## config.mk

```make
export PLATFORM = sky130hd
export DESIGN_NAME = tod_clock
export DESIGN_NICKNAME = d
export VERILOG_FILES = /design/src/rtl/tod_pkg.sv /design/src/rtl/bcd_digit.sv /design/src/rtl/tod_clock.sv
export SDC_FILE = /design/constraint.sdc
export NUM_CORES = 1
export LEC_CHECK = 0
export CORE_UTILIZATION = 52
export CTS_CLUSTER_DIAMETER = 50
export CTS_CLUSTER_SIZE = 16
export DETAILED_ROUTE_END_ITERATION = 10
export GPL_ROUTABILITY_DRIVEN = 0
export PLACE_DENSITY_LB_ADDON = 0.05
export REMOVE_ABC_BUFFERS = 1
export SLEW_MARGIN = 20
export SYNTH_ARGS = -nofsm -noshare
export SYNTH_HDL_FRONTEND = slang
export SYNTH_SLANG_ARGS = --single-unit
```

## constraint.sdc

```tcl
create_clock -name clk_out -period 4.6 [get_ports clk_out]
set_input_delay 0.46 -clock clk_out [delete_from_list [all_inputs] [get_ports clk_out]]
set_output_delay 0.46 -clock clk_out [all_outputs]
set_load 0.1 [all_outputs]
```

## src/rtl/tod_pkg.sv

```systemverilog
// Shared types and constants for the time-of-day clock: digit-select encoding,
// per-digit limits and the write-legality rule used for both time and alarm digits.
package tod_pkg;

  typedef logic [3:0] bcd_t;

  typedef enum logic [2:0] {
    SEL_S2   = 3'd0,
    SEL_S1   = 3'd1,
    SEL_M2   = 3'd2,
    SEL_M1   = 3'd3,
    SEL_H2   = 3'd4,
    SEL_H1   = 3'd5,
    SEL_BAD6 = 3'd6,
    SEL_BAD7 = 3'd7
  } sel_e;

  localparam bcd_t MAX_S2      = 4'd9;
  localparam bcd_t MAX_S1      = 4'd5;
  localparam bcd_t MAX_M2      = 4'd9;
  localparam bcd_t MAX_M1      = 4'd5;
  localparam bcd_t MAX_H2      = 4'd9;
  localparam bcd_t MAX_H1      = 4'd2;
  localparam bcd_t MAX_H2_WRAP = 4'd3;

  // Hour digits are checked against the other hour digit so 24..29 can never be stored.
  function automatic logic digit_legal(input sel_e s, input bcd_t v, input bcd_t h1, input bcd_t h2);
    logic ok;
    ok = 1'b0;
    case (s)
      SEL_S2:  ok = (v <= MAX_S2);
      SEL_M2:  ok = (v <= MAX_M2);
      SEL_S1:  ok = (v <= MAX_S1);
      SEL_M1:  ok = (v <= MAX_M1);
      SEL_H2:  ok = (h1 == MAX_H1) ? (v <= MAX_H2_WRAP) : (v <= MAX_H2);
      SEL_H1:  ok = (v < MAX_H1) || ((v == MAX_H1) && (h2 <= MAX_H2_WRAP));
      default: ok = 1'b0;
    endcase
    return ok;
  endfunction

endpackage

```

## src/rtl/bcd_digit.sv

```systemverilog
// One BCD counter digit: parallel load, increment with carry-out at MAX, and an
// external early-wrap request used by the units-of-hours digit at 23.
module bcd_digit
  import tod_pkg::*;
#(
  parameter bcd_t MAX = 4'd9
) (
  input  logic clk_out,
  input  logic rst,
  input  logic ld,
  input  bcd_t ld_val,
  input  logic inc,
  input  logic wrap_at,
  output bcd_t q,
  output bcd_t nxt,
  output logic co
);

  assign co = inc & ((q == MAX) | wrap_at);

  always_comb begin
    nxt = q;
    if (ld)       nxt = ld_val;
    else if (inc) nxt = co ? 4'd0 : q + 4'd1;
  end

  always_ff @(posedge clk_out) begin
    if (rst) q <= '0;
    else     q <= nxt;
  end

endmodule

```

## src/rtl/tod_clock.sv

```systemverilog
// BCD time-of-day clock with prescaler, digit writes and 12/24-hour display.
// Optional alarm compare is built when TOD_ALARM_EN is defined.
module tod_clock
  import tod_pkg::*;
#(
  parameter int TICKS_PER_SEC = 1,
  parameter int PRESCALE_W    = 1
) (
  input  logic       clk_out,
  input  logic       rst,
  input  logic       run,
  input  logic       mode_12h,
  input  logic       load,
  input  logic [2:0] sel,
  input  bcd_t       loadin,
  input  logic       alm_load,
  input  logic       alarm_en,
  input  logic       alarm_ack,
  output bcd_t       h1,
  output bcd_t       h2,
  output bcd_t       m1,
  output bcd_t       m2,
  output bcd_t       s1,
  output bcd_t       s2,
  output logic       pm,
  output logic       sec_pulse,
  output logic       day_wrap,
  output logic       load_err,
  output logic       alarm
);

  localparam logic [PRESCALE_W-1:0] PRESC_LAST = PRESCALE_W'(TICKS_PER_SEC - 1);

  logic [PRESCALE_W-1:0] presc;
  logic       hold, tick, wr_ok, alm_err, mode_q;
  logic [5:0] ld_dig;
  bcd_t       s2_q, s1_q, m2_q, m1_q, h2_q, h1_q;
  bcd_t       s2_n, s1_n, m2_n, m1_n, h2_n, h1_n;
  logic       s2_co, s1_co, m2_co, m1_co, h2_co, h1_co;
  logic [4:0] hr24, hr12;

  // A write in progress freezes the prescaler, so a coinciding tick is dropped.
  assign tick   = run & ~hold & (presc == PRESC_LAST);
  assign wr_ok  = load & digit_legal(sel_e'(sel), loadin, h1_q, h2_q);
  assign ld_dig = wr_ok ? (6'd1 << sel) : 6'd0;

  bcd_digit #(.MAX(MAX_S2)) u_s2 (.clk_out(clk_out), .rst(rst), .ld(ld_dig[SEL_S2]), .ld_val(loadin),
    .inc(tick),  .wrap_at(1'b0), .q(s2_q), .nxt(s2_n), .co(s2_co));
  bcd_digit #(.MAX(MAX_S1)) u_s1 (.clk_out(clk_out), .rst(rst), .ld(ld_dig[SEL_S1]), .ld_val(loadin),
    .inc(s2_co), .wrap_at(1'b0), .q(s1_q), .nxt(s1_n), .co(s1_co));
  bcd_digit #(.MAX(MAX_M2)) u_m2 (.clk_out(clk_out), .rst(rst), .ld(ld_dig[SEL_M2]), .ld_val(loadin),
    .inc(s1_co), .wrap_at(1'b0), .q(m2_q), .nxt(m2_n), .co(m2_co));
  bcd_digit #(.MAX(MAX_M1)) u_m1 (.clk_out(clk_out), .rst(rst), .ld(ld_dig[SEL_M1]), .ld_val(loadin),
    .inc(m2_co), .wrap_at(1'b0), .q(m1_q), .nxt(m1_n), .co(m1_co));
  bcd_digit #(.MAX(MAX_H2)) u_h2 (.clk_out(clk_out), .rst(rst), .ld(ld_dig[SEL_H2]), .ld_val(loadin),
    .inc(m1_co), .wrap_at((h1_q == MAX_H1) && (h2_q == MAX_H2_WRAP)), .q(h2_q), .nxt(h2_n), .co(h2_co));
  bcd_digit #(.MAX(MAX_H1)) u_h1 (.clk_out(clk_out), .rst(rst), .ld(ld_dig[SEL_H1]), .ld_val(loadin),
    .inc(h2_co), .wrap_at(1'b0), .q(h1_q), .nxt(h1_n), .co(h1_co));

  always_ff @(posedge clk_out) begin
    if (rst) begin
      presc     <= '0;
      mode_q    <= 1'b0;
      sec_pulse <= 1'b0;
      day_wrap  <= 1'b0;
      load_err  <= 1'b0;
    end else begin
      if (run && !hold) presc <= (presc == PRESC_LAST) ? '0 : presc + PRESCALE_W'(1);
      mode_q    <= mode_12h;
      sec_pulse <= tick;
      day_wrap  <= h1_co;
      load_err  <= (load & ~wr_ok) | alm_err;
    end
  end

  // 12-hour view is derived from the stored 24-hour digits only.
  always_comb begin
    hr24 = 5'(h1_q) * 5'd10 + 5'(h2_q);
    hr12 = hr24;
    pm   = 1'b0;
    h1   = h1_q;
    h2   = h2_q;
    if (mode_q) begin
      pm = (hr24 >= 5'd12);
      if (hr24 == 5'd0)       hr12 = 5'd12;
      else if (hr24 > 5'd12)  hr12 = hr24 - 5'd12;
      h1 = (hr12 >= 5'd10) ? 4'd1 : 4'd0;
      h2 = (hr12 >= 5'd10) ? 4'(hr12 - 5'd10) : 4'(hr12);
    end
  end

  assign m1 = m1_q;
  assign m2 = m2_q;
  assign s1 = s1_q;
  assign s2 = s2_q;

`ifdef TOD_ALARM_EN
  bcd_t al_h1, al_h2, al_m1, al_m2;
  logic al_ok, al_set;

  assign hold    = load | alm_load;
  assign al_ok   = alm_load && (sel inside {SEL_M2, SEL_M1, SEL_H2, SEL_H1})
                   && digit_legal(sel_e'(sel), loadin, al_h1, al_h2);
  assign alm_err = alm_load & ~al_ok;
  // Match on the value the digits take this edge so alarm rises with sec_pulse.
  assign al_set  = tick & alarm_en & (s2_n == 4'd0) & (s1_n == 4'd0) & (m2_n == al_m2)
                   & (m1_n == al_m1) & (h2_n == al_h2) & (h1_n == al_h1);

  always_ff @(posedge clk_out) begin
    if (rst) begin
      al_h1 <= '0;
      al_h2 <= '0;
      al_m1 <= '0;
      al_m2 <= '0;
      alarm <= 1'b0;
    end else begin
      if (al_ok) begin
        case (sel_e'(sel))
          SEL_M2:  al_m2 <= loadin;
          SEL_M1:  al_m1 <= loadin;
          SEL_H2:  al_h2 <= loadin;
          SEL_H1:  al_h1 <= loadin;
          default: ;
        endcase
      end
      if (al_set)                      alarm <= 1'b1;
      else if (alarm_ack || !alarm_en) alarm <= 1'b0;
    end
  end
`else
  logic unused_alarm;
  assign hold         = load;
  assign alm_err      = 1'b0;
  assign alarm        = 1'b0;
  assign unused_alarm = ^{alm_load, alarm_en, alarm_ack, s2_n, s1_n, m2_n, m1_n, h2_n, h1_n};
`endif

endmodule

```

Word-level counts from Yosys, hierarchy flattened
Cells that the tools add are included.
W data, S select, Z words.
- flip-flop bits (word level): 29
- output and inout port bits: 29
- logic and storage cells: 103
- input port bits: 15
- equality and inequality tests: 13
- magnitude comparators: 8
- bitwise logic cells: 14
- reduce and logical (&&, ||, !) cells: 15
- shifts and indexed selects: 1
- muxes and demuxes: 30
- $add $sub $neg: 10
- $mul: 1
- operator list (operator ; count):
    $mux W4 ; 21
    $add A4 B1 Y4 const B ; 6
    $mux W5 ; 3
    $eq A4 B2 Y1 const B ; 3
    $eq A4 B4 Y1 const B ; 3
    $reduce_bool A2 Y1 ; 6
    $and A1 B1 Y1 ; 10
    $ge A5 B4 Y1 const B ; 2
    $eq A4 B3 Y1 const B ; 2
    $le A4 B2 Y1 const B ; 2
    $eq A3 B2 Y1 const B ; 2
    $eq A3 B3 Y1 const B ; 2
    $mux W6 ; 1
    $shl A1 B3 Y6 const A ; 1
    $add A5 B4 Y5 ; 1
    $gt A5 B4 Y1 const B ; 1
    $logic_not A5 Y1 ; 1
    $sub A5 B4 Y5 const B ; 1
    $le A4 B3 Y1 const B ; 1
    $le A4 B4 Y1 const B ; 1
    $lt A4 B2 Y1 const B ; 1
    $mul A4 B3 Y4 const B ; 1
    $mux W1 ; 4
    $pmux W1 S4 ; 1
    other kinds (10) ; 15

Depth between registers and ports, before layout
Gate-level depths: netlist (run 1).
- word-level depth: 12
- gate-level depth with buffers: 13
- mapped depth without buffers: 13

Modules after synthesis
From an unflattened synthesis (run 1), not the netlist that was laid out.
- cell total of the unflattened synthesis: 294
- area total of the unflattened synthesis: 2516.2 µm²
- by module, submodules not included (module ; seq. area each (µm²) ; times used ; cells each ; area an instance (µm²)):
    bcd_digit (u_h2 ...) ; 80.1 ; 3 ; 33 ; 292.8
    tod_clock ; 80.1 ; 1 ; 92 ; 738.2
    bcd_digit (u_m1 ...) ; 80.1 ; 2 ; 34 ; 299.0
    bcd_digit (u_h1) ; 80.1 ; 1 ; 35 ; 301.5

Worst setup path after synthesis (run 1)
OpenSTA, ideal clock, no wires.
- path kind: register to output
- from: reg u_h1.q[0]
- to: out h2[1]
- data arrival time: 4318 ps
- path buffers: 0
- path slack: -178 ps
- data required time: 4140 ps
- stages on the path, launching flop included: 14
- path through: dfxtp_1 > ha_1 > ha_1 > xor2_1 > ha_1 > nor3b_1 > nand2b_1 > a21oi_1 > mux2_4 > ha_1 > inv_1 > o2111ai_4 > a21o_1 > a31oi_1
- word-level cells in the longest chain between the ends: 9
- elaborated cells between the ends (all ways): 12
- those cells by class: 3 x add/sub; 1 x mul; 2 x order compare; 5 x mux; 1 x reduce/logical
- ends and longest elaborated chain (item ; RTL line ; text):
    start: declaration ; bcd_digit.sv:14 ; output bcd_t q,
    start signal: assignment ; bcd_digit.sv:29 ; else q <= nxt;
    $mul A4 B3 Y4 * ; tod_clock.sv:78 ; hr24 = 5'(h1_q) * 5'd10 + 5'(h2_q);
    $add A5 B4 Y5 * ; tod_clock.sv:78 ;
    $sub A5 B4 Y5 / $gt A5 B4 Y1 (equally long branches) ; tod_clock.sv:86 ; else if (hr24 > 5'd12) hr12 = hr24 - 5'd12;
    $mux W5 ; tod_clock.sv:86 ;
    $mux W5 * ; tod_clock.sv:85 ; if (hr24 == 5'd0) hr12 = 5'd12;
    $mux W5 * ; tod_clock.sv:83 ; if (mode_q) begin
    $sub A4 B4 Y4 / $ge A5 B4 Y1 (equally long branches) ; tod_clock.sv:88 ; h2 = (hr12 >= 5'd10) ? 4'(hr12 - 5'd10) : 4'(hr12);
    $mux W4 * ; tod_clock.sv:88 ;
    $mux W4 * ; tod_clock.sv:83 ;
    end: declaration ; tod_clock.sv:20 ; output bcd_t h2,
Every way passes the cells marked *; elsewhere a longest branch is shown, timed or not. The select of a mux whose other input is x is not followed.

Worst setup path in the final report (run 1)
- from: reg u_h1.q[0]
- to: out h2[2]
Same word-level chain as after synthesis.

==> results of run 1 <==
-- cell usage after synthesis, drive strengths merged (5+ instances only) --
| library cell | count | area, µm² |
|---|---|---|
| clkbuf | 10 | 37.5 |
| o21ai | 11 | 55.1 |
| inv | 15 | 56.3 |
| a21oi | 21 | 105 |
| nand2 | 21 | 78.8 |
| nor3b | 5 | 37.5 |
| nand3 | 7 | 35.0 |
| a221oi | 8 | 70.1 |
| nand2b | 7 | 43.8 |
| ha | 19 | 238 |
| dfxtp | 28 | 561 |
| a22oi | 5 | 37.5 |
| nor3 | 8 | 40.0 |
| nor4 | 5 | 43.8 |
| nor2 | 38 | 143 |
| nor2b | 7 | 43.8 |
-- cells in the final DEF (no fill, tap or decap), drive strengths merged, types with 3 or more instances in the layout --
cell type,instances
nor2b,7
or4,4
nor2,38
a211oi,3
a21oi,21
and3b,4
nand2b,7
nand3b,4
nor3b,5
and2,3
nor4,5
a31oi,3
clkdlybuf4s50,33
a221oi,8
nand3,7
buf,6
o21ai,11
nand4,4
nor3,8
clkbuf,3
ha,19
a22oi,5
dfxtp,28
inv,15
nand2,21
-- logic make-up (layout without fill, tap and decap cells) --
group | count (synthesis) | in the layout | synth area share
DFF | 28 | 28 | 0.258
muxes | 2 | 2 | 0.0115
other | 1 | 1 | 0.00172
AOI/OAI and AO/OA | 68 | 68 | 0.218
buffers and inverters | 27 | 57 | 0.0518
adders and majority gates | 20 | 20 | 0.118
and+or+nand+nor | 125 | 125 | 0.319
xor gates and xnor gates | 4 | 4 | 0.0224
-- stage by stage --
stage	std cells	total power (W)
finish	355	0.000529
global route	355	0.000556
CTS	355	0.000534
detailed placement	352	0.000401
global placement	352	0.000400
floorplan	263	0.000354
-- worst min-delay path, stage by stage (launching register included) --
cell and delay, ps:
dfxtp_1 340, o21ai_0 80, a21oi_1 60
-- layout make-up --
class / count / area, µm² / area share
multi-input combinational: 220 / 1510 / 0.572
sequential: 28 / 561 / 0.212
timing repair buffer: 39 / 410 / 0.155
tap: 50 / 62.6 / 0.0237
inverter: 15 / 56.3 / 0.0213
clock buffer: 3 / 41.3 / 0.0156
-- sequential cells by signal (all words and copies together) (netlist names) --
register,cells
load_err,1
u_s2.q,4
u_h1.q,4
day_wrap,1
u_m2.q,4
sec_pulse,1
u_m1.q,4
u_h2.q,4
mode_q,1
u_s1.q,4
-- worst max-delay path by stage --
| stage | startpoint | end | slack (ps) | cells after the start |
|---|---|---|---|---|
| final | u_h1.q[0] | h2[2] | 300 | 14 |
| after global routing | u_h1.q[0] | h2[1] | 20 | 14 |
| after CTS | u_h1.q[0] | h2[2] | 170 | 14 |
| after detailed placement | u_h1.q[0] | h2[2] | 520 | 14 |
| after global placement | u_h1.q[0] | h2[2] | 570 | 14 |
| after floorplan | u_h1.q[0] | h2[1] | -180 | 13 |
-- metal layers --
| metal | wire (µm) | GRT usage |
|---|---|---|
| met1 | 2260 | 0.297 |
| met2 | 2420 | 0.438 |
| met3 | 238 | 0.0394 |
| met4 | 68 | 0.101 |
| met5 | 0 | 0 |
-- what timing repair did --
action / CTS / global route
hold buffers: 0 / 0
setup endpoints to repair: 0 / 3
resized for setup: 0 / 1
-- power by group through the flow --
| stage | clock [W] | combinational, W | sequential (W) |
|---|---|---|---|
| floorplan | 0 | 0.0000619 | 0.000292 |
| detailed placement | 0 | 0.000139 | 0.000262 |
| global route | 0.000150 | 0.000148 | 0.000257 |
| CTS | 0.000139 | 0.000140 | 0.000256 |
| global placement | 0 | 0.000138 | 0.000261 |
| finish | 0.000134 | 0.000139 | 0.000256 |
==> key figures, run 1 <==
GRT
  – Vias in the first global route: between 1,500 and 2,000
  – First-pass GRT wire length: roughly 8500 µm
  – Initial antenna violation count: 0
  – Grt ovf: 0
  – Largest net degree at the start of global routing: 29
  – Total Routing Usage GR: 0.249

Detailed routing
  – Final ANT Viol Nets: 0
  – Post-route DRC: 0
  – Vias: slightly above 2,000
  – First-pass DRT Iterations: 4
  – Vias/cell: about 5.8
  – DR iter-0 viols: 84
  – WL per Instance: 14.0 µm
  – Wirelength, routed: approximately 5000 µm

Min path
  – Hold Path Class: register to register
  – HP Start: u_m1.q[3]
  – Hold Path Depth: 2
  – WHS Endpoint: u_m1.q[3]

Logic synthesis
  – Post-synthesis sequential area ratio: 0.258
  – Number of synthesized flops with an enable pin: 0
  – Mapped Cells: 275
  – Primary FF master, synth: dfxtp_1
  – Mean Syn Cell Area: 7.91 µm²
  – Library cells used by synthesis: 56
  – Ys Warns: 0
  – Asr flop ratio synth: 0
  – Yosys reg bits: 28
  – Syn Std Cell Area: 2180 µm²

Run
  – Max Cap Viol: 0

Timing
  – Final setup vio count: 0
  – Final Hold Fails: 0
  – Hold WS: roughly 520 ps
  – Max Freq: ~0.23 GHz
  – Slew @ Worst Pin: just under 1000 ps
  – Slew Limit Fails: 0
  – Final worst setup slack: approximately 300 ps
  – RSZ-0062 raised after global routing: no
  – Minimum clock period after layout: ~4300 ps
  – Slew HR: 0.351
  – Setup TNS Final: 0 ps
  – Fin crit share: 0.935
  – Setup Skew: 7.61 ps

Critical path
  – Crit path buf inv count: 2
  – Worst path max stage delay: between 400 and 500 ps
  – Critical path endpoint category: output pin
  – Crit start category: register
  – Setup Crit Path Kind: register to output pin
  – CP max FO: 7
  – Crit path DAT: approximately 3800 ps
  – Cell mode on critical path: ha_1
  – Top Family by Delay on Critical Path: adder cells
  – FF-to-FF End: u_h1.q[2]
  – Critical path's slowest cell: dfxtp_1
  – Reg2reg path depth: 7
  – R2r startpoint: u_h1.q[1]
  – R2r setup slk: between 1500 and 2000 ps
  – Worst path required time: about 4100 ps
  – Crit path cell chain: ha_1 -> ha_1 -> xor2_2 -> ha_1 -> nor3b_1 -> nand2b_1 -> a21oi_1 -> mux2_4 -> ha_1 -> inv_1 -> o2111ai_4 -> o211a_1 -> o311ai_2 -> buf_12

Floorplan
  – Core Area: 4000 µm²
  – Die Y: 66.7 µm
  – Row count: 23
  – # IOs: 44
  – Initial core utilization: 0.544
  – Die width: between 60 and 70 µm
  – DIE AREA: about 4400 µm²

Cells and area
  – Synth-to-Final Area Change: 21.4%
  – Final #Nets: between 300 and 400
  – Final core occ: 0.660
  – Design Area, Final: about 2600 µm²
  – Fillers: 368
  – Antenna diodes: 0
  – Layout cells sized above 1: 0.0656

Clock tree
  – TritonCTS clock tree: built
  – Root buf cell: clkbuf_8
  – TritonCTS Sinks: 28
  – Setup Buffers After CTS: 0
  – Clock latency on the worst-skew pair: about 280 ps
  – H-tree depth: 1
  – TritonCTS Buffers: 3
  – Clock Path Buffers: 2
  – Worst-path clk slew: about 100 ps

Pwr
  – Lkg Pwr: roughly 1.0 nW
  – Flop pwr share: 0.484
  – Sw frac: 0.337
  – Clock share of power: 0.254
  – Net Sw Power: approximately 0.00018 W
  – Peak supply drop: between 0.0001 and 0.00015 V
  – PD cells: 200 nW/µm²
  – Pint: ~0.00035 W
  – Combinational Power Share: 0.263

Run status
  – Status: complete, no violations

Placed design
  – Port Buffer Count: 39
  – Area post-placement: 2600 µm²
  – Post-DP HPWL: about 3700 µm
  – Post-place setup slack: between 500 and 600 ps
Power figures use the tool's default switching activity.
==> run 2: changes to the inputs <==
--- a/config.mk
+++ b/config.mk
@@ -9,7 +9,7 @@
 export CTS_CLUSTER_DIAMETER = 50
 export CTS_CLUSTER_SIZE = 16
 export DETAILED_ROUTE_END_ITERATION = 10
-export GPL_ROUTABILITY_DRIVEN = 0
+export GPL_ROUTABILITY_DRIVEN = 1
 export PLACE_DENSITY_LB_ADDON = 0.05
 export REMOVE_ABC_BUFFERS = 1
 export SLEW_MARGIN = 20
==> run 2 against run 1 <==
  * Routed wire length rose by 2.2%
  * Count of clock-buffer cells in the layout stayed put
  * Sequential power about the same
  * Worst setup slack worse by 64 ps
  * Power increased by 0.41%
  * Combinational power is essentially flat
==> key figures, run 2 (synthesized netlist as in run 1, its figures left out) <==
Run status
  – Status: complete, no violations

Clock tree
  – Cts repair resizes: 0
  – Clock latency on the worst-skew pair: roughly 270 ps
  – H-tree depth: 1
  – Clock Path Buffers: 2
  – TritonCTS clock tree: built
  – TritonCTS Sinks: 28
  – Root buf cell: clkbuf_8
  – Worst-path clk slew: ~100 ps
  – TritonCTS Buffers: 3
  – Hold bufs inserted after CTS: 0
  – Setup Buffers After CTS: 0

Timing
  – Slew @ Worst Pin: 967 ps
  – Slew HR: 0.353
  – Setup Skew: approximately 3.0 ps
  – Final Hold Fails: 0
  – Fin crit share: 0.948
  – Final setup vio count: 0
  – Slew Limit Fails: 0
  – RSZ-0062 raised after global routing: no
  – Minimum clock period after layout: 4360 ps
  – Max Freq: between 0.2 and 0.25 GHz

GRT
  – Grt ovf: 0
  – Largest net degree at the start of global routing: 29
  – Initial antenna violation count: 0
  – Total Routing Usage GR: 0.246
  – Vias in the first global route: 1,901
  – First-pass GRT wire length: 8490 µm

Floorplan
  – DIE AREA: 4450 µm²
  – Initial core utilization: 0.544
  – # IOs: 44
  – Die width: about 67 µm
  – Row count: 23
  – Die Y: 66.7 µm
  – Core Area: 4000 µm²

Cells and area
  – Final #Nets: between 300 and 400
  – Commonest non-fill, non-tap cell in the layout: nor2_1
  – Design Area, Final: about 2600 µm²
  – Most frequent cells in the layout: 38 x nor2_1, 33 x clkdlybuf4s50_1, 28 x dfxtp_1, 21 x a21oi_1, 21 x nand2_1
  – Layout cells sized above 1: 0.0656
  – Synth-to-Final Area Change: 21.4%
  – Final core occ: 0.660
  – Antenna diodes: 0

Detailed routing
  – First-pass DRT Iterations: 4
  – Post-route DRC: 0
  – Vias/cell: 5.91
  – Vias: roughly 2,100
  – DR iter-0 viols: roughly 120
  – Wirelength, routed: 5090 µm
  – WL per Instance: ~14 µm
  – Final ANT Viol Nets: 0

Placed design
  – Area post-placement: roughly 2600 µm²
  – Post-DP HPWL: around 3800 µm
  – Port Buffer Count: 39
  – GP Congestion: 0.918

Pwr
  – PD cells: a little over 200 nW/µm²
  – Lkg Pwr: between 0.9 and 1 nW
  – Peak supply drop: 0.000118 V

Critical path
  – Crit start category: register
  – Crit path DAT: 3900 ps
  – Critical path endpoint category: output pin
  – Worst path required time: about 4100 ps
  – CP max FO: 7
  – Setup Crit Path Kind: register to output pin

Min path
  – Hold Path Class: register to register

Run
  – Max Cap Viol: 0
==> run 2: cell counts in the layout (fill, tap and decap cells not counted) <==
No cell type changed its count.
==> run 2: area by class of cell <==
cell class                      instances  area (µm²)
Tap cell                               50        62.6
Fill cell                             364        1360
Inverter                               15        56.3
Multi-Input combinational cell        220        1510
Clock buffer                            3        41.3
Sequential cell                        28         561
Timing Repair Buffer                   39         410
==> run 2: worst max-delay path, cell delays in order (launching register included) <==
cell and delay, ps:
dfxtp_1 500, ha_1 290, ha_1 360, xor2_2 260, ha_1 240, nor3b_1 270, nand2b_1 180, a21oi_1 80
mux2_4 290, ha_1 210, inv_1 100, o2111ai_4 140, o211a_1 190, o311ai_2 300, buf_12 220
==> run 2: per-layer routing <==
| metal | share of wire | vias to the layer above | GRT usage |
|---|---|---|---|
| met5 | 0 | - | 0 |
| met4 | 0.0086 | 0 | 0.0612 |
| met3 | 0.059 | 4 | 0.0325 |
| met2 | 0.50 | 64 | 0.455 |
| met1 | 0.44 | 977 | 0.296 |
| li1 | - | 1052 | - |
==> run 2: stage by stage <==
| step | std cells | power [W] | hold slack (ps) | setup TNS (ps) | setup WS, ps |
|---|---|---|---|---|---|
| after floorplan | 263 | 0.000354 | 474 | -291 | -184 |
| after global placement | 352 | 0.000400 | 492 | 0 | 586 |
| after detailed placement | 352 | 0.000401 | 498 | 0 | 517 |
| after CTS | 355 | 0.000532 | 514 | 0 | 184 |
| after global routing | 355 | 0.000553 | 557 | 0 | 25.9 |
| final | 355 | 0.000531 | 507 | 0 | 237 |
==> run 2: power by group <==
group	switching, W	leakage (nW)	internal (W)	total (W)
registers	0.00000808	0.227	0.000248	0.000256
clock network	0.0000774	0.0216	0.0000589	0.000136
logic	0.0000948	0.751	0.0000442	0.000139
total	0.000180	1.00	0.000351	0.000531
==> run 2: final timing paths <==
check	endpoint	slack [ps]	depth (start not counted)	start
max	h2[2]	240	14	u_h1.q[0]
min	u_m1.q[3]	510	2	u_m1.q[3]
max reg2reg	u_h1.q[2]	1920	7	u_h1.q[1]
min reg2reg	u_m1.q[3]	510	2	u_m1.q[3]
==> edit 1: new RTL, flow settings as in run 2 <==
The output `load_err` loses its register stage (`load_err` becomes a continuous assignment).
--- a/src/rtl/tod_clock.sv
+++ b/src/rtl/tod_clock.sv
@@ -65,3 +65,2 @@
       day_wrap  <= 1'b0;
-      load_err  <= 1'b0;
     end else begin
@@ -71,5 +70,6 @@
       day_wrap  <= h1_co;
-      load_err  <= (load & ~wr_ok) | alm_err;
     end
   end
+
+  assign load_err = (load & ~wr_ok) | alm_err;
 
Formal check against the unedited RTL: not equivalent (Yosys sat finds a counterexample within 4 cycles, from zero or initial values and one cycle with rst high).
==> edit 1 against run 2 <==
  * Hold slack better by 24 ps
  * Die area grew 2.0%
  * Synthesized area up 2.0%
  * Sequential cell count shrank 1
  * Worst setup slack better by 1.5 ps
  * Clock power up 4%
  * Via count grew 2.0%
  * Count of clock-buffer cells in the layout is the same
  * Core utilization increased by 0.42 points
  * Total power fell by 0.12%
  * Routed wire length increased by 2.3%
  * Cell area increased by 2.1%
  * Global-route usage increased by 0.21 points
  * Non-clock buffer count rose by 1
  * Critical path type unchanged
  * Critical endpoint is now h1[0]
  * Largest cell class unchanged
==> edit 1: results (changes against run 2) <==
synthesis:
  async_flop_share_pct: 0  # unchanged
  synth-compound-area-share_pct: 21.2  # -0.60 points
  yosysSeqAreaShare_pct: 24.4  # -1.4 points
  yosys_warnings: 0  # unchanged
  synth.cells.most_frequent: "nor2_1 (33), dfxtp_1 (27), nand2_1 (21)"
  synth_area_leaders: "dfxtp_1 (24%), ha_1 (11%), nor2_1 (5.6%)"
  muxShareOfSynthArea_pct: 2.31  # +1.2 points
  synth_xor_xnor_area_share_pct: 1.80  # -0.44 points
  postSynthCellCount: 284  # +3.3%
  synthAdderAreaFrac_pct: 11.6  # -0.23 points
  yosysUniqueCellTypes: 59  # +5.4%
placement:
  io_buffer_count: 39  # unchanged
  gp_congestion: 0.932  # +1.5%
  hpwl_um: 3850  # +1.5%
  place_inst: 361  # +2.6%
global_route:
  grt_pass1_wl_um: 8630  # +1.6%
  grt_use_total_pct: 24.8  # +0.21 points
  grt_pass1_vias: 1868  # -1.7%
  grt_max_degree: 28  # -3.4%
sta:
  max-slew-margin-rel_pct: 35.4  # about the same
  fin_skew_ps: 4.27  # +1.30 ps
cts:
  post-cts-setup-buffers: 0  # unchanged
  cts.clk_slew.worst_paths_ps: 100  # about the same
  clk_latency_ps: 280
  numCtsBuffers: 3  # unchanged
  clk_path_buf_depth: 2  # unchanged
  cts_root_buffer: "clkbuf_8"
cells_and_area:
  n_antenna_cell: 0  # unchanged
  drive_gt1_share_pct: 6.98  # +0.43 points
  final_cells: 365  # +2.8%
  final_nets: 351  # +2.6%
  fillerInstances: 394  # +8.2%
power_and_ir_drop:
  power.leakage_nw: 1.01  # +0.58%
  p_sw_mw: 0.184  # +1.8%
  peakVddDrop_mv: 0.127  # +7.8%
worst_setup_path:
  arrival_ps: 3900  # about the same
run_status:
  outcome: "finished clean"
drt:
  avgViaCountPerCell: 5.86  # -0.79%
  wl_per_cell_um: 14.3  # -0.54%
  drt_iter0_markers: 114  # -0.87%
worst_hold_path:
  worst_hold_path_type: "reg2reg"
==> edit 1: cell count changes in the layout (fill, tap and decap cells not counted), sizes merged, moves of 4 or more <==
cell / delta
nand2b: -4
o21ai: +4
nor2: -5
nand3: +5
nor3: +6
==> edit 1: timing repair <==
item / in CTS / in global routing
endpoints found under the hold margin: 0 / 0
setup endpoints to repair: 0 / 2
resized for setup: 0 / 1
==> edit 1: through the flow <==
| stage | area [um^2] | worst slack [ps] | TNS (ps) |
|---|---|---|---|
| final | 2700 | 239 | 0 |
| after global routing | 2700 | 10.2 | 0 |
| after CTS | 2700 | 171 | 0 |
| after detailed placement | 2650 | 508 | 0 |
| after global placement | 2650 | 571 | 0 |
| after floorplan | 2150 | -511 | -984 |
==> edit 1: logic make-up after synthesis <==
| logic type | Yosys count |
|---|---|
| flops | 27 |
| fa+ha+maj | 20 |
| mux | 5 |
| buf+inv | 29 |
| compound gates | 68 |
| other cells | 1 |
| xor+xnor | 3 |
| simple gates | 131 |
==> edit 1: final timing paths <==
check	slack [ps]	to	cells after the start	startpoint
worst max-delay path	240	h1[0]	15	u_h1.q[0]
worst min-delay path	530	u_m1.q[3]	2	u_m1.q[3]
worst min register to register	530	u_m1.q[3]	2	u_m1.q[3]
worst max register to register	2180	u_h1.q[3]	7	u_h1.q[1]
==> edit 1: power groups by stage <==
stage               combinational [mW]  clock, mW  sequential (mW)
global route                     0.153      0.153            0.247
floorplan                       0.0719          0            0.273
finish                           0.144      0.141            0.246
global placement                 0.142          0            0.251
detailed placement               0.144          0            0.251
CTS                              0.145      0.146            0.246
==> edit 1: layout make-up <==
cell class	count	area, um^2	area share, %
clock buffer	3	41.3	1.53
clock inverter	1	7.51	0.278
inverter	16	60.1	2.23
multi-input combinational	228	1560	57.7
sequential	27	541	20.0
tap	50	62.6	2.32
timing repair buffer	40	428	15.9
==> edit 1: critical path, cell delays in order (launching register included) <==
cell,delay (ps)
dfxtp_1,490
ha_1,280
ha_1,320
xor2_1,170
buf_4,170
inv_1,70
ha_1,130
nor3b_2,400
a21oi_1,80
mux2_1,330
ha_1,210
inv_1,110
o311ai_4,120
and3_1,230
a21oi_1,280
buf_12,220
==> edit 1: metal layers <==
| layer | track usage, % | part of all wire, % | vias to the layer above |
|---|---|---|---|
| met1 | 33.2 | 49 | 1000 |
| met4 | 4.52 | 0.52 | 0 |
| met3 | 3.55 | 4.5 | 2 |
| li1 | - | - | 1092 |
| met2 | 42.4 | 46 | 45 |
| met5 | 0 | 0 | - |
==> edit 2: new RTL, config.mk and constraints of run 2 <==
Without the edit above. Add a define of `TOD_ALARM_EN`.
--- a/src/rtl/tod_clock.sv
+++ b/src/rtl/tod_clock.sv
@@ -2,2 +2,4 @@
 // Optional alarm compare is built when TOD_ALARM_EN is defined.
+`define TOD_ALARM_EN
+
 module tod_clock
Check against the original RTL: not equivalent (a bounded check fails within 4 cycles, from zero or initial values and one cycle with rst high).
==> edit 2 against run 2 <==
  * Register-to-register slack worse by 570 ps
  * Clock skew is 2.2 ps higher
  * Count of clock-buffer cells in the layout grew 3
  * Cell area rose by 55%
  * Total power grew 56%
  * Worst setup slack got worse by 21 ps
  * Synthesized area is 59% higher
  * Routed wire length is 77% higher
  * Largest power group unchanged
  * Sequential cell count increased by 17
  * Combinational power is 31% higher
==> edit 2: results (changes against run 2) <==
run_status:
  outcome: "finished clean"
worst_setup_path:
  r2r_start: "u_s2.q[0]"
  rr_worst_depth: 9  # +2
  arrival_ps: 3920  # +20 ps
  r2r_end: "alarm"
  critPathMaxFanout: 5  # -2
  rrSetupSlack_ps: 1350  # -570 ps
cts:
  cts.clk_slew.worst_paths_ps: 90
  clk_latency_ps: 300  # +30 ps
  numCtsBuffers: 5  # +2
  clk_path_buf_depth: 2  # unchanged
  post-cts-setup-buffers: 0  # unchanged
  h-tree-depth: 2  # +1
  cts_root_buffer: "clkbuf_8"
synthesis:
  yosys_warnings: 0  # unchanged
  yosysUniqueCellTypes: 67  # +20%
  yosysSeqAreaShare_pct: 26.1  # +0.32 points
  yosysTopAreaCellShare_pct: 26.1  # +0.32 points
  synth_area_leaders: "dfxtp_1 (26%), ha_1 (7.2%), nor2_1 (5.2%)"
  synth.cells.most_frequent: "nor2_1 (48), dfxtp_1 (45), a21oi_1 (25)"
  async_flop_share_pct: 0  # unchanged
cells_and_area:
  final_nets: 502  # +47%
  drive_gt1_share_pct: 11.1  # +4.6 points
  n_antenna_cell: 0  # unchanged
  fillerInstances: 559  # +54%
worst_hold_path:
  min_from: "al_h2[0]"
  whs_path_depth: 2  # unchanged
  worst_hold_path_type: "reg2reg"
  min_to: "al_h2[0]"
global_route:
  antenna_found_initial: 0  # unchanged
  grt_pass1_wl_um: 15200  # +80%
  grt_use_total_pct: 26.7  # +2.1 points
  grt_pass1_vias: 3088  # +62%
  grt_max_degree: 38  # +31%
placement:
  place_ws_ps: 155  # -362 ps
  hpwl_um: 6700  # +77%
  io_buffer_count: 43  # +10%
  gp_congestion: 0.982  # +6.9%
drt:
  highest_layer: "met4"
  wl_met3_um: 681  # +130%
  wl_met2_um: 3890  # +54%
  drc_errors: 0  # unchanged
  avgViaCountPerCell: 6.20  # +5.0%
  drt_iter0_markers: 272  # +140%
  wirelength_um: 9000  # +77%
  drtPass1Iterations: 5  # +1
  wl_met1_um: 4260  # +92%
power_and_ir_drop:
  power.leakage_nw: 1.64  # +64%
  peakVddDrop_mv: 0.132  # +11%
sta:
  max-slew-margin-rel_pct: 34.9  # -0.41 points
  fin_skew_ps: 5.17  # +2.20 ps
-- edit 2: changes by cell type in the layout (fill, tap and decap cells not counted), sizes merged, moves of 8 or more --
cell | before | now
a211oi | 3 | 12
a221oi | 8 | 0
buf | 6 | 15
dfxtp | 28 | 45
mux2i | 1 | 17
nand3 | 7 | 17
nor2 | 38 | 48
nor3 | 8 | 19
xnor2 | 1 | 11
-- edit 2: how the worst max path moves through the flow --
stage	startpoint	to	slack, ps	cells past startpoint
6_report	u_h2.q[1]	h2[2]	220	13
5_1_grt	u_h2.q[1]	h2[2]	10	13
4_1_cts	u_h1.q[2]	h2[2]	70	13
3_5_place_dp	u_h1.q[0]	h2[2]	160	13
3_3_place_gp	u_h1.q[0]	h2[2]	300	13
2_1_floorplan	u_h1.q[0]	h2[2]	-580	12
-- edit 2: metal layers --
layer | track usage, % | vias to the layer above
met4 | 7.55 | 0
met3 | 3.86 | 18
met2 | 40.8 | 153
li1 | - | 1666
met1 | 39.2 | 1537
met5 | 0 | -
-- edit 2: through the flow --
| stage | area (um^2) | instances | hold slack (ps) |
|---|---|---|---|
| 6_report | 4110 | 544 | 472 |
| 5_1_grt | 4110 | 544 | 509 |
| 4_1_cts | 4100 | 544 | 476 |
| 3_5_place_dp | 4010 | 536 | 463 |
| 3_3_place_gp | 4010 | 536 | 461 |
| 2_1_floorplan | 3370 | 406 | 443 |
-- edit 2: kinds of logic (layout without fill, tap and decap cells) --
logic type	count (synthesis)	in the layout	synth area share, %
xor+xnor	14	14	3.55
compound gates	104	104	21.1
flops	45	45	26.1
simple gates	178	178	29.7
buf+inv	40	82	4.82
mux	23	23	6.88
fa+ha+maj	21	21	7.82
-- edit 2: cell type report --
cell class                      instances  share of cell area, %
Tap cell                               77                   2.35
Clock buffer                            6                   1.77
Timing Repair Buffer                   53                   13.2
Multi-Input combinational cell        340                   58.5
Inverter                               21                   1.92
Clock inverter                          2                  0.244
Sequential cell                        45                   22.0
-- edit 2: report_power, final --
group	total, mW	switching, mW	leakage (nW)	internal, mW
logic	0.182	0.120	1.23	0.0620
registers	0.403	0.00786	0.365	0.395
clock network	0.245	0.139	0.0450	0.106
-- edit 2: worst max-delay path, stage by stage, from the launching register on --
cell      delay [ps]
dfxtp_1          350
ha_1             240
fa_1             410
xor2_2           240
ha_1             220
or3b_2           490
nand2_1           80
a21boi_0          80
mux2_2           310
a31o_2           260
a21boi_2         200
mux2_2           370
a21oi_2          180
buf_12           190
-- edit 2: what timing repair did --
action,in CTS,in global routing
gates resized for setup,3,3
hold endpoints to repair,0,0
pin swaps,0,0
endpoints found under the setup margin,1,1
